`src/rtl/serial_adder.sv`:
```
`default_nettype none
// +----------------------------------------------------------------------------+
// | serial_adder: multi-cycle adder/subtractor, DIGIT bits per clock.          |
// | Rev 1.0                                                                    |
// +----------------------------------------------------------------------------+
module serial_adder #(
  parameter int WIDTH = 8,
  parameter int DIGIT = 1
) (
  input  logic             clk,
  input  logic             rst,
  input  logic             in_valid,
  output logic             in_ready,
  input  logic [WIDTH-1:0] a,
  input  logic [WIDTH-1:0] b,
  input  logic             cin,
  input  logic             sub,
  output logic             out_valid,
  input  logic             out_ready,
  output logic [WIDTH-1:0] sum,
  output logic             cout,
  output logic             ovf
);

  localparam int N  = WIDTH / DIGIT;
  localparam int CW = (N > 1) ? $clog2(N) : 1;

  generate
    if (WIDTH < 2 || DIGIT < 1 || (WIDTH % DIGIT) != 0) begin : g_param_check
      $error("serial_adder: WIDTH must be >= 2 and a multiple of DIGIT");
    end
  endgenerate

  typedef enum logic [1:0] {
    IDLE = 2'd0,
    RUN  = 2'd1,
    DONE = 2'd2
  } state_t;

  state_t           state;
  logic [WIDTH-1:0] a_sh;
  logic [WIDTH-1:0] b_sh;
  logic             carry;
  logic [CW-1:0]    cnt;
  logic [DIGIT:0]   c;
  logic [DIGIT-1:0] s;
  logic [WIDTH-1:0] sum_next;

  // Ripple of full-adder cells over the low digit of the shift registers.
  assign c[0] = carry;
  generate
    for (genvar i = 0; i < DIGIT; i++) begin : g_cell
      assign s[i]   = a_sh[i] ^ b_sh[i] ^ c[i];
      assign c[i+1] = (a_sh[i] & b_sh[i]) | (c[i] & (a_sh[i] ^ b_sh[i]));
    end
  endgenerate

  generate
    if (N == 1) begin : g_sum_full
      assign sum_next = s;
    end else begin : g_sum_shift
      assign sum_next = {s, sum[WIDTH-1:DIGIT]};
    end
  endgenerate

  assign in_ready  = (state == IDLE);
  assign out_valid = (state == DONE);

  always_ff @(posedge clk or posedge rst) begin
    if (rst) begin
      state <= IDLE;
      a_sh  <= '0;
      b_sh  <= '0;
      carry <= 1'b0;
      cnt   <= '0;
      sum   <= '0;
      cout  <= 1'b0;
      ovf   <= 1'b0;
    end else begin
      case (state)
        IDLE: begin
          if (in_valid) begin
            a_sh  <= a;
            b_sh  <= sub ? ~b : b;
            carry <= sub ? 1'b1 : cin;
            cnt   <= '0;
            state <= RUN;
          end
        end
        RUN: begin
          carry <= c[DIGIT];
          a_sh  <= a_sh >> DIGIT;
          b_sh  <= b_sh >> DIGIT;
          sum   <= sum_next;
          cnt   <= cnt + 1'b1;
          // On the top digit c[DIGIT-1] is the carry into the result MSB.
          if (cnt == CW'(N - 1)) begin
            cout  <= c[DIGIT];
            ovf   <= c[DIGIT-1] ^ c[DIGIT];
            state <= DONE;
          end
        end
        DONE: begin
          if (out_ready) state <= IDLE;
        end
        default: state <= IDLE;
      endcase
    end
  end

endmodule
`default_nettype wire

```
`config.mk`:
```
export PLATFORM = sky130hd
export DESIGN_NAME = serial_adder
export DESIGN_NICKNAME = d
export VERILOG_FILES = /design/src/rtl/serial_adder.sv
export SDC_FILE = /design/constraint.sdc
export NUM_CORES = 1
export LEC_CHECK = 0
export ABC_AREA = 1
export BUFFER_PORTS_ARGS = -buffer_cell sky130_fd_sc_hd__buf_2
export CAP_MARGIN = 20
export CELL_PAD_IN_SITES_DETAIL_PLACEMENT = 1
export CELL_PAD_IN_SITES_GLOBAL_PLACEMENT = 1
export CORE_ASPECT_RATIO = 0.7
export CORE_MARGIN = 2
export CORE_UTILIZATION = 30
export CTS_CLUSTER_SIZE = 30
export DETAILED_ROUTE_END_ITERATION = 16
export GPL_ROUTABILITY_DRIVEN = 0
export PLACE_DENSITY = 0.6
export SYNTH_ARGS = -nofsm -noshare
export SYNTH_HDL_FRONTEND = slang
export SYNTH_SLANG_ARGS = --single-unit
```
`constraint.sdc`:
```
create_clock -name clk -period 2 [get_ports clk]
set_input_delay 0.2 -clock clk [delete_from_list [all_inputs] [get_ports clk]]
set_output_delay 0.2 -clock clk [all_outputs]
set_load 0.005 [all_outputs]
```
* Word-level counts from Yosys, hierarchy flattened
Cells that the tools add are included.
Cells by class: add/subtract/negate cells 1, equality and inequality tests 6, bitwise logic cells 7, mux-type cells 14, reduce and logical (&&, ||, !) cells 5
Operators by type and width (number):
- 8-bit case mux with 2 select lines | 2
- 8-bit two-way mux | 3
- 8-bit NOT | 1
- 2-bit two-way mux | 3
- 2-bit case mux with 3 select lines | 1
- 3-bit case mux with 2 select lines | 1
- 2-bit != test (second input constant) | 2
- 2-bit AND reduction | 2
- 3-bit by 1-bit adder with 3-bit output (second input constant) | 1
- 3-bit equality test (second input constant) | 1
- 3-bit two-way mux | 1
- 3-bit AND reduction | 1
- 1-bit XOR | 3
- 1-bit bitwise AND | 2
- 2-bit by 1-bit equality test with 1-bit output (second input constant) | 1
- 2-bit equality test (second input constant) | 1
- 2-bit zero test | 1
- 1-bit two-way mux | 2
- 2-bit by 1-bit != test with 1-bit output (second input constant) | 1
- 1-bit case mux with 2 select lines | 1
- 2-bit nonzero test | 1
- 1-bit bitwise OR | 1
Word-level totals: logic and storage cells 41, register bits 32, input port bits 22, output and inout bits 12

* Longest topological paths before layout
Gate-level depths: netlist (run 1).
depth in word-level cells 4, mapped depth 6, mapped depth without buffers 6

* Worst setup path before layout (run 1)
No wires, ideal clock.
path type register -> register, start point register a_sh[0], end point register carry, arrival 1.079 ns, setup time 0.117 ns, data required time 1.883 ns, path buffers 0, period minus slack after synthesis 1.196 ns, slack 0.804 ns, stages on the path, launching flop included 6, path through dfrtp_1 fa_1 inv_1 nand3_1 nand3_1 nand2_1
Between the ends: longest elaborated chain between the ends 4, elaborated cells on any way between the ends 5, classes of those cells mux (1); bitwise (4)
RTL lines:
- from (decl) | RTL line 41 | logic [WIDTH-1:0] a_sh;
- from (signal assigned) | RTL line 92 | a_sh <= a_sh >> DIGIT;
- 1-bit XOR | RTL line 54 | assign c[i+1] = (a_sh[i] & b_sh[i]) | (c[i] & (a_sh[i] ^ b_sh[i]));
- 1-bit bitwise AND | RTL line 54
- 1-bit bitwise OR (*) | RTL line 54
- named net c[1] | RTL line 45 | logic [DIGIT:0] c;
- 1-bit case mux with 2 select lines (*) | RTL line 80 | case (state)
- to (signal assigned) | RTL line 85 | carry <= sub ? 1'b1 : cin;
- to (signal assigned) | RTL line 91 | carry <= c[DIGIT];
- to (decl) | RTL line 43 | logic carry;
The timed path passes the listed nets; every way through them passes the cells marked *. A chain may end at the register's enable or synchronous reset.

* Worst setup path in the final report (run 1)
start point register state[0], end point output in_ready
Between the ends: longest elaborated chain between the ends 1
RTL lines:
- from (decl) | RTL line 40 | state_t state;
- from (signal assigned) | RTL line 71 | state <= IDLE;
- from (signal assigned) | RTL line 87 | state <= RUN;
- from (signal assigned) | RTL line 100 | state <= DONE;
- 2-bit zero test | RTL line 66 | assign in_ready = (state == IDLE);
- to (decl) | RTL line 13 | output logic in_ready,
No other way between the ends.

==> results of run 1 <==
final cells by class:
class	count	share of cell area
multi-input combinational	139	0.341
timing repair buffer	37	0.103
tap	72	0.0475
clock buffer	6	0.0382
clock inverter	2	0.0185
sequential	32	0.422
inverter	15	0.0297
where the power goes:
part | leakage [nW] | switching (mW) | internal (mW) | total, mW
clock network | 0.0552 | 0.246 | 0.370 | 0.616
registers | 0.410 | 0.183 | 0.907 | 1.09
logic | 0.571 | 0.577 | 0.368 | 0.945
total | 1.04 | 1.01 | 1.64 | 2.65
routing by layer:
layer  vias up  track usage
met4         0       0.0417
li1        689            -
met5         -            0
met1       628        0.216
met2        24        0.195
met3         2       0.0419
placed cells by master, fill, tap and decap left out, types with 2 or more instances in the layout:
master and count:
inv_2 2, xor2_1 2, o21ai_0 5, inv_1 13, nor2_2 2, clkbuf_8 5
buf_2 33, nand2_1 75, ha_1 2, buf_4 4, nand3_1 42, nor2_1 4
dfrtp_1 32, nand2_2 2
worst min-delay path, cell delays in order:
cell   delay, ps
buf_2         90
inv_1         40
buf_4        360
flip-flops by register name, summed over array words and instances (netlist names):
name	cells
a_sh	8
b_sh	8
carry	1
cnt	3
cout	1
ovf	1
state	2
sum	8
through the flow:
stage,instances,utilization,hold WS [ps],area (µm²)
6_report,303,0.367,-7.35,1900
5_1_grt,303,0.367,34.5,1900
4_1_cts,303,0.367,5.91,1900
3_5_place_dp,295,0.346,315,1790
3_3_place_gp,295,0.346,317,1790
2_1_floorplan,196,-,296,1580
kinds of logic (layout without fill, tap and decap cells):
logic type	count (synthesis)	in the layout	synth area share
simple gates	126	126	0.343
flops	32	32	0.506
buf+inv	25	60	0.0853
compound gates	8	8	0.0268
fa+ha+maj	3	3	0.0284
xor+xnor	2	2	0.0111
final timing paths:
check	startpoint	cells past startpoint	to	slack [ps]
setup / recovery	state[0]	2	in_ready	540
hold / removal	rst	3	a_sh[6]	-7
setup reg to reg	state[1]	5	b_sh[0]	640
hold reg to reg	ovf	2	ovf	480
max in group asynchronous	rst	3	sum[4]	1700
min in group clk	a[7]	3	a_sh[7]	120
==> metrics.yaml, run 1 <==
status: "complete, but fails checks"
violations: "negative hold slack"
insertion_delay_ps: 280
cap_viol_max_count: 0
post_drt_wl_per_cell_um: 12.2
yosys.area.top_type_share: 0.506
arrival_ps: 1260
path_cells: "nor2_2 -> buf_2"
nFillCells: 667
start_kind: "flop"
die_area_mm2: 0.00589
port_buffers: 33
fmax_mhz: 684
drtIter0Drc: 74
cp_slowest_cell: "dfrtp_1"
seqCellArea_um2: 801
crit_buf_inv: 1
finalHoldViolations: 10
dp_hpwl_mm: 2.61
fp.dieW_um: 90.9
die_h_um: 64.8
initial_core_util: 0.306
crit_family: "flip-flops"
diodes: 0
cts-htree-levels: 2
postSynthCellCount: 196
antenna_found_initial: 0
syn2layout_area_growth_pct: 19.8
grt_overflow: 0
worst_pin_slew_ps: 549
period_share: 0.731
clockBufferDepth: 2
cp_data_required_time_ps: 1800
rsz0062_at_grt: "false"
leakage_nw: 1.04
fin_skew_ps: 5.78
hold_ws_ps: -7.35
wl_met3_um: 147
path_class: "reg -> out"
io_pins: 34
synth_top_cell_by_area: "dfrtp_1"
slew_headroom: 0.633
synth.distinct_cells: 19
setup_viol: 0
drive_gt1_frac: 0.221
synth_area_mm2: 0.00158
path_clk_slew_ps: 70
worstSetupEndpointType: "output port"
dpl_worst_slack_ps: 629
hp-class: "in -> async"
fin_nets: 255
async_reset_ff_frac: 1.00
highest_layer: "met4"
wl_met2_mm: 1.46
ys_seq_area_frac: 0.506
grt_usage: 0.143
postCtsSetupBuffers: 0
critPathMaxStageDelay_ps: 480
drv_slew: 0
holdBufCountCts: 0
ant_nets: 0
clock-sinks: 32
synth_edf_count: 0
crit_path_max_fanout: 8
grt_pass1_vias: 1386
min_period_ps: 1460
synthTopCellsByArea: "dfrtp_1, nand2_1, nand3_1"
multi_input_area_um2: 648
drtPass1Iterations: 6
cts_tree: "yes"
drc: 0
clockRootBuffer: "clkbuf_8"
setup_tns_ps: 0
synthTopCellsByCount: "nand2_1, nand3_1, dfrtp_1"
layout_setup_ws_ps: 538
ir_worst_vdd_mv: 0.430
syn-mean-instance-area_um2: 8.08
cts_made_buffers: 5
rows: 22
cellPowerDensity_mw_per_mm2: 1400
core_mm2: 0.00517
syn_nets: 221
p_total_mw: 2.65
grt_pass1_wl_mm: 6.62
synth.most_common_cell: "nand2_1"
cts-resized-gates: 0
synth_flop_cell: "dfrtp_1"
m1WireLength_mm: 2.07
synth-seq-cells: 32
drt_wl_total_mm: 3.70
vias: 1343
synth_warnings: 0
grt_start_max_net_pins: 33
viasPerCell: 4.43
No activity file was read; power rests on OpenSTA's default activity.
==> inputs of run 2 (changes only) <==
Settings changed: ABC_AREA 1 to 0, PLACE_DENSITY 0.6 to 0.56.
Clock period 2 ns to 1.38 ns, I/O delays scaled along.
==> run 2 against run 1 <==
Net effect: the flow now finishes without violations; non-clock buffer count grew 9; clock skew is essentially flat; wire length shrank 3.4%; register-to-register slack lost 590 ps; largest power group unchanged; power grew 48%; critical path depth grew 1; core utilization grew 3.0 points; sequential share of layout area shrank 0.50 points; design area grew 1.5%; die area shrank 2.7%; combinational power grew 64%.
==> metrics.yaml, run 2 <==
ir_worst_vdd_mv: 0.531  # +24%
grt_start_max_net_pins: 33  # unchanged
rows: 21  # -4.5%
clockRootBuffer: "clkbuf_8"
die_area_mm2: 0.00573  # -2.7%
diodes: 0  # unchanged
cellPowerDensity_mw_per_mm2: 2040  # +46%
fin_nets: 196  # -23%
p_sw_mw: 1.33  # +33%
clock_power_share: 0.190  # -0.042
switching_share: 0.339  # -0.0403
path_clk_slew_ps: 70  # about the same
final_common_cell: "buf_2"
min_period_ps: 1330
grt_pass1_wl_mm: 5.92  # -11%
synth_edf_count: 0  # unchanged
seqCellArea_um2: 803  # +0.31%
crit_path_max_fanout: 8  # unchanged
slew_headroom: 0.725  # +0.0925
seqPwrFrac: 0.415  # +0.004
dpl_worst_slack_ps: 34.1  # -595 ps
setup_viol: 0  # unchanged
synthTopCellsByArea: "dfrtp_1, and3b_1, xor2_1"
drive_gt1_frac: 0.366  # +0.145
yosys.area.top_type_share: 0.520  # +0.0148
leakage_nw: 0.972  # -6.1%
worstSetupEndpointType: "output port"
grt_usage: 0.142  # -0.000724
clock-sinks: 32  # unchanged
synth-seq-cells: 32  # unchanged
drtIter0Drc: 38  # -49%
synth_flop_cell: "dfrtp_1"
dpl_cell_area_mm2: 0.00180  # +0.35%
p_total_mw: 3.93  # +48%
drv_slew: 0  # unchanged
hold_ws_ps: 94.5  # +102 ps
arrival_ps: 1190  # -70 ps
die_h_um: 63.9  # -1.3%
stdcell_area_mm2: 0.00193  # +1.5%
dp_hpwl_mm: 2.62  # +0.31%
period_share: 0.965
intPower_mw: 2.60  # +58%
synthTopCellsByCount: "dfrtp_1, and3b_1, nand2_1"
layout_setup_ws_ps: 48.1  # -490 ps
ant_nets: 0  # unchanged
setup_tns_ps: 0  # unchanged
fp.dieW_um: 89.6  # -1.4%
syn_nets: 152  # -31%
io_pins: 34  # unchanged
finalHoldViolations: 0  # -10
antenna_found_initial: 0  # unchanged
grt_overflow: 0  # unchanged
clockBufferDepth: 2  # unchanged
path_class: "reg -> out"
cts_tree: "yes"
hp-class: "in -> reg"
cts-htree-levels: 2  # unchanged
fin_skew_ps: 5.53  # -0.250 ps
viasPerCell: 4.66  # +5.2%
worst_pin_slew_ps: 412  # -137 ps
synth_area_mm2: 0.00154  # -2.8%
synth.distinct_cells: 28  # +9
post_drt_wl_per_cell_um: 14.8  # +21%
async_reset_ff_frac: 1.00  # unchanged
cts_made_buffers: 5  # unchanged
cap_viol_max_count: 0  # unchanged
ys_seq_area_frac: 0.520  # +0.0148
drtPass1Iterations: 4  # -2
initial_core_util: 0.317  # +0.0105
drt_wl_total_mm: 3.58  # -3.4%
grt_pass1_vias: 1156  # -17%
synth.most_common_cell: "dfrtp_1"
start_kind: "flop"
postSynthCellCount: 127  # -35%
core_mm2: 0.00486  # -6.1%
fmax_mhz: 751
port_buffers: 33  # unchanged
syn2layout_area_growth_pct: 25.2
syn-mean-instance-area_um2: 12.1  # +50%
vias: 1124  # -16%
cp_data_required_time_ps: 1240  # -560 ps
status: "completed"
synth_warnings: 0  # unchanged
multi_input_area_um2: 668  # +3.1%
nFillCells: 556  # -17%
drc: 0  # unchanged
insertion_delay_ps: 290  # about the same
synth_top_cell_by_area: "dfrtp_1"
pwr-share-comb: 0.396  # +0.040
final_cell_mix: "buf_2, dfrtp_1, and3b_1, buf_4, nand2_1"
top_regs: "a_sh (8), b_sh (8), sum (8)"
run 2: cell types whose count changed after synthesis, sizes merged, moves of 5 or more:
cell / before / now
a221o: 0 / 5
nand2: 77 / 10
and3b: 0 / 12
a21oi: 1 / 8
mux2: 0 / 10
nand3: 42 / 0
xor2: 2 / 8
nor2: 7 / 2
inv: 15 / 3
run 2: power by group through the flow:
stage	registers, mW	logic (mW)	clock network [mW]
6_report	1.63	1.55	0.747
5_1_grt	1.69	1.74	0.838
4_1_cts	1.63	1.56	0.777
3_5_place_dp	1.65	1.51	0
3_3_place_gp	1.62	1.45	0
2_1_floorplan	1.56	1.09	0
run 2: worst paths after layout:
kind | startpoint | endpoint | slack (ps) | cells after the start
max in group asynchronous | rst | state[0] | 570 | 4
worst min register to register | ovf | ovf | 480 | 2
min in group asynchronous | rst | cnt[1] | 490 | 4
worst max register to register | cnt[0] | cout | 50 | 4
worst min-delay path | a[7] | a_sh[7] | 90 | 2
worst max-delay path | state[1] | out_valid | 50 | 3
run 2: per-layer routing:
layer	vias to the layer above	GRT usage	part of all wire	wire (µm)
li1	540	-	-	-
met1	559	0.192	0.50	1780
met2	21	0.206	0.45	1590
met3	4	0.0556	0.042	150
met4	0	0.0504	0.015	53
met5	-	0	0	0
run 2: repair_timing:
action                                 in CTS  in global routing
endpoints found under the hold margin      32                  0
gates resized for setup                     2                  1
pin swaps                                   0                  1
hold buffers                                1                  0
setup endpoints to repair                   3                  3
setup buffers                               2                  1
run 2: logic make-up (layout without fill, tap and decap cells):
kind of cell	Yosys count	count (layout)	synth area share
DFF	32	32	0.520
and+or+nand+nor	31	31	0.137
xor gates and xnor gates	9	9	0.0512
adders and majority gates	3	3	0.0293
buffers and inverters	12	57	0.0471
muxes	10	10	0.0732
AOI/OAI and AO/OA	30	30	0.141
run 2: worst max-delay path, stage by stage, from the launching register on:
cell and delay (ps):
dfrtp_2 450, buf_4 180, nor2b_2 160, buf_2 120
run 2: cell type report:
| class | count | share of cell area |
|---|---|---|
| Clock buffer | 6 | 0.0429 |
| Timing Repair Buffer | 46 | 0.138 |
| Multi-Input combinational cell | 83 | 0.347 |
| Inverter | 3 | 0.00584 |
| Sequential cell | 32 | 0.417 |
| Tap cell | 69 | 0.0448 |
| Clock inverter | 2 | 0.00519 |
run 2: metrics by stage:
stage,std cells,util
floorplan,127,-
detailed placement,229,0.370
global route,241,0.396
CTS,240,0.394
finish,241,0.396
global placement,229,0.370
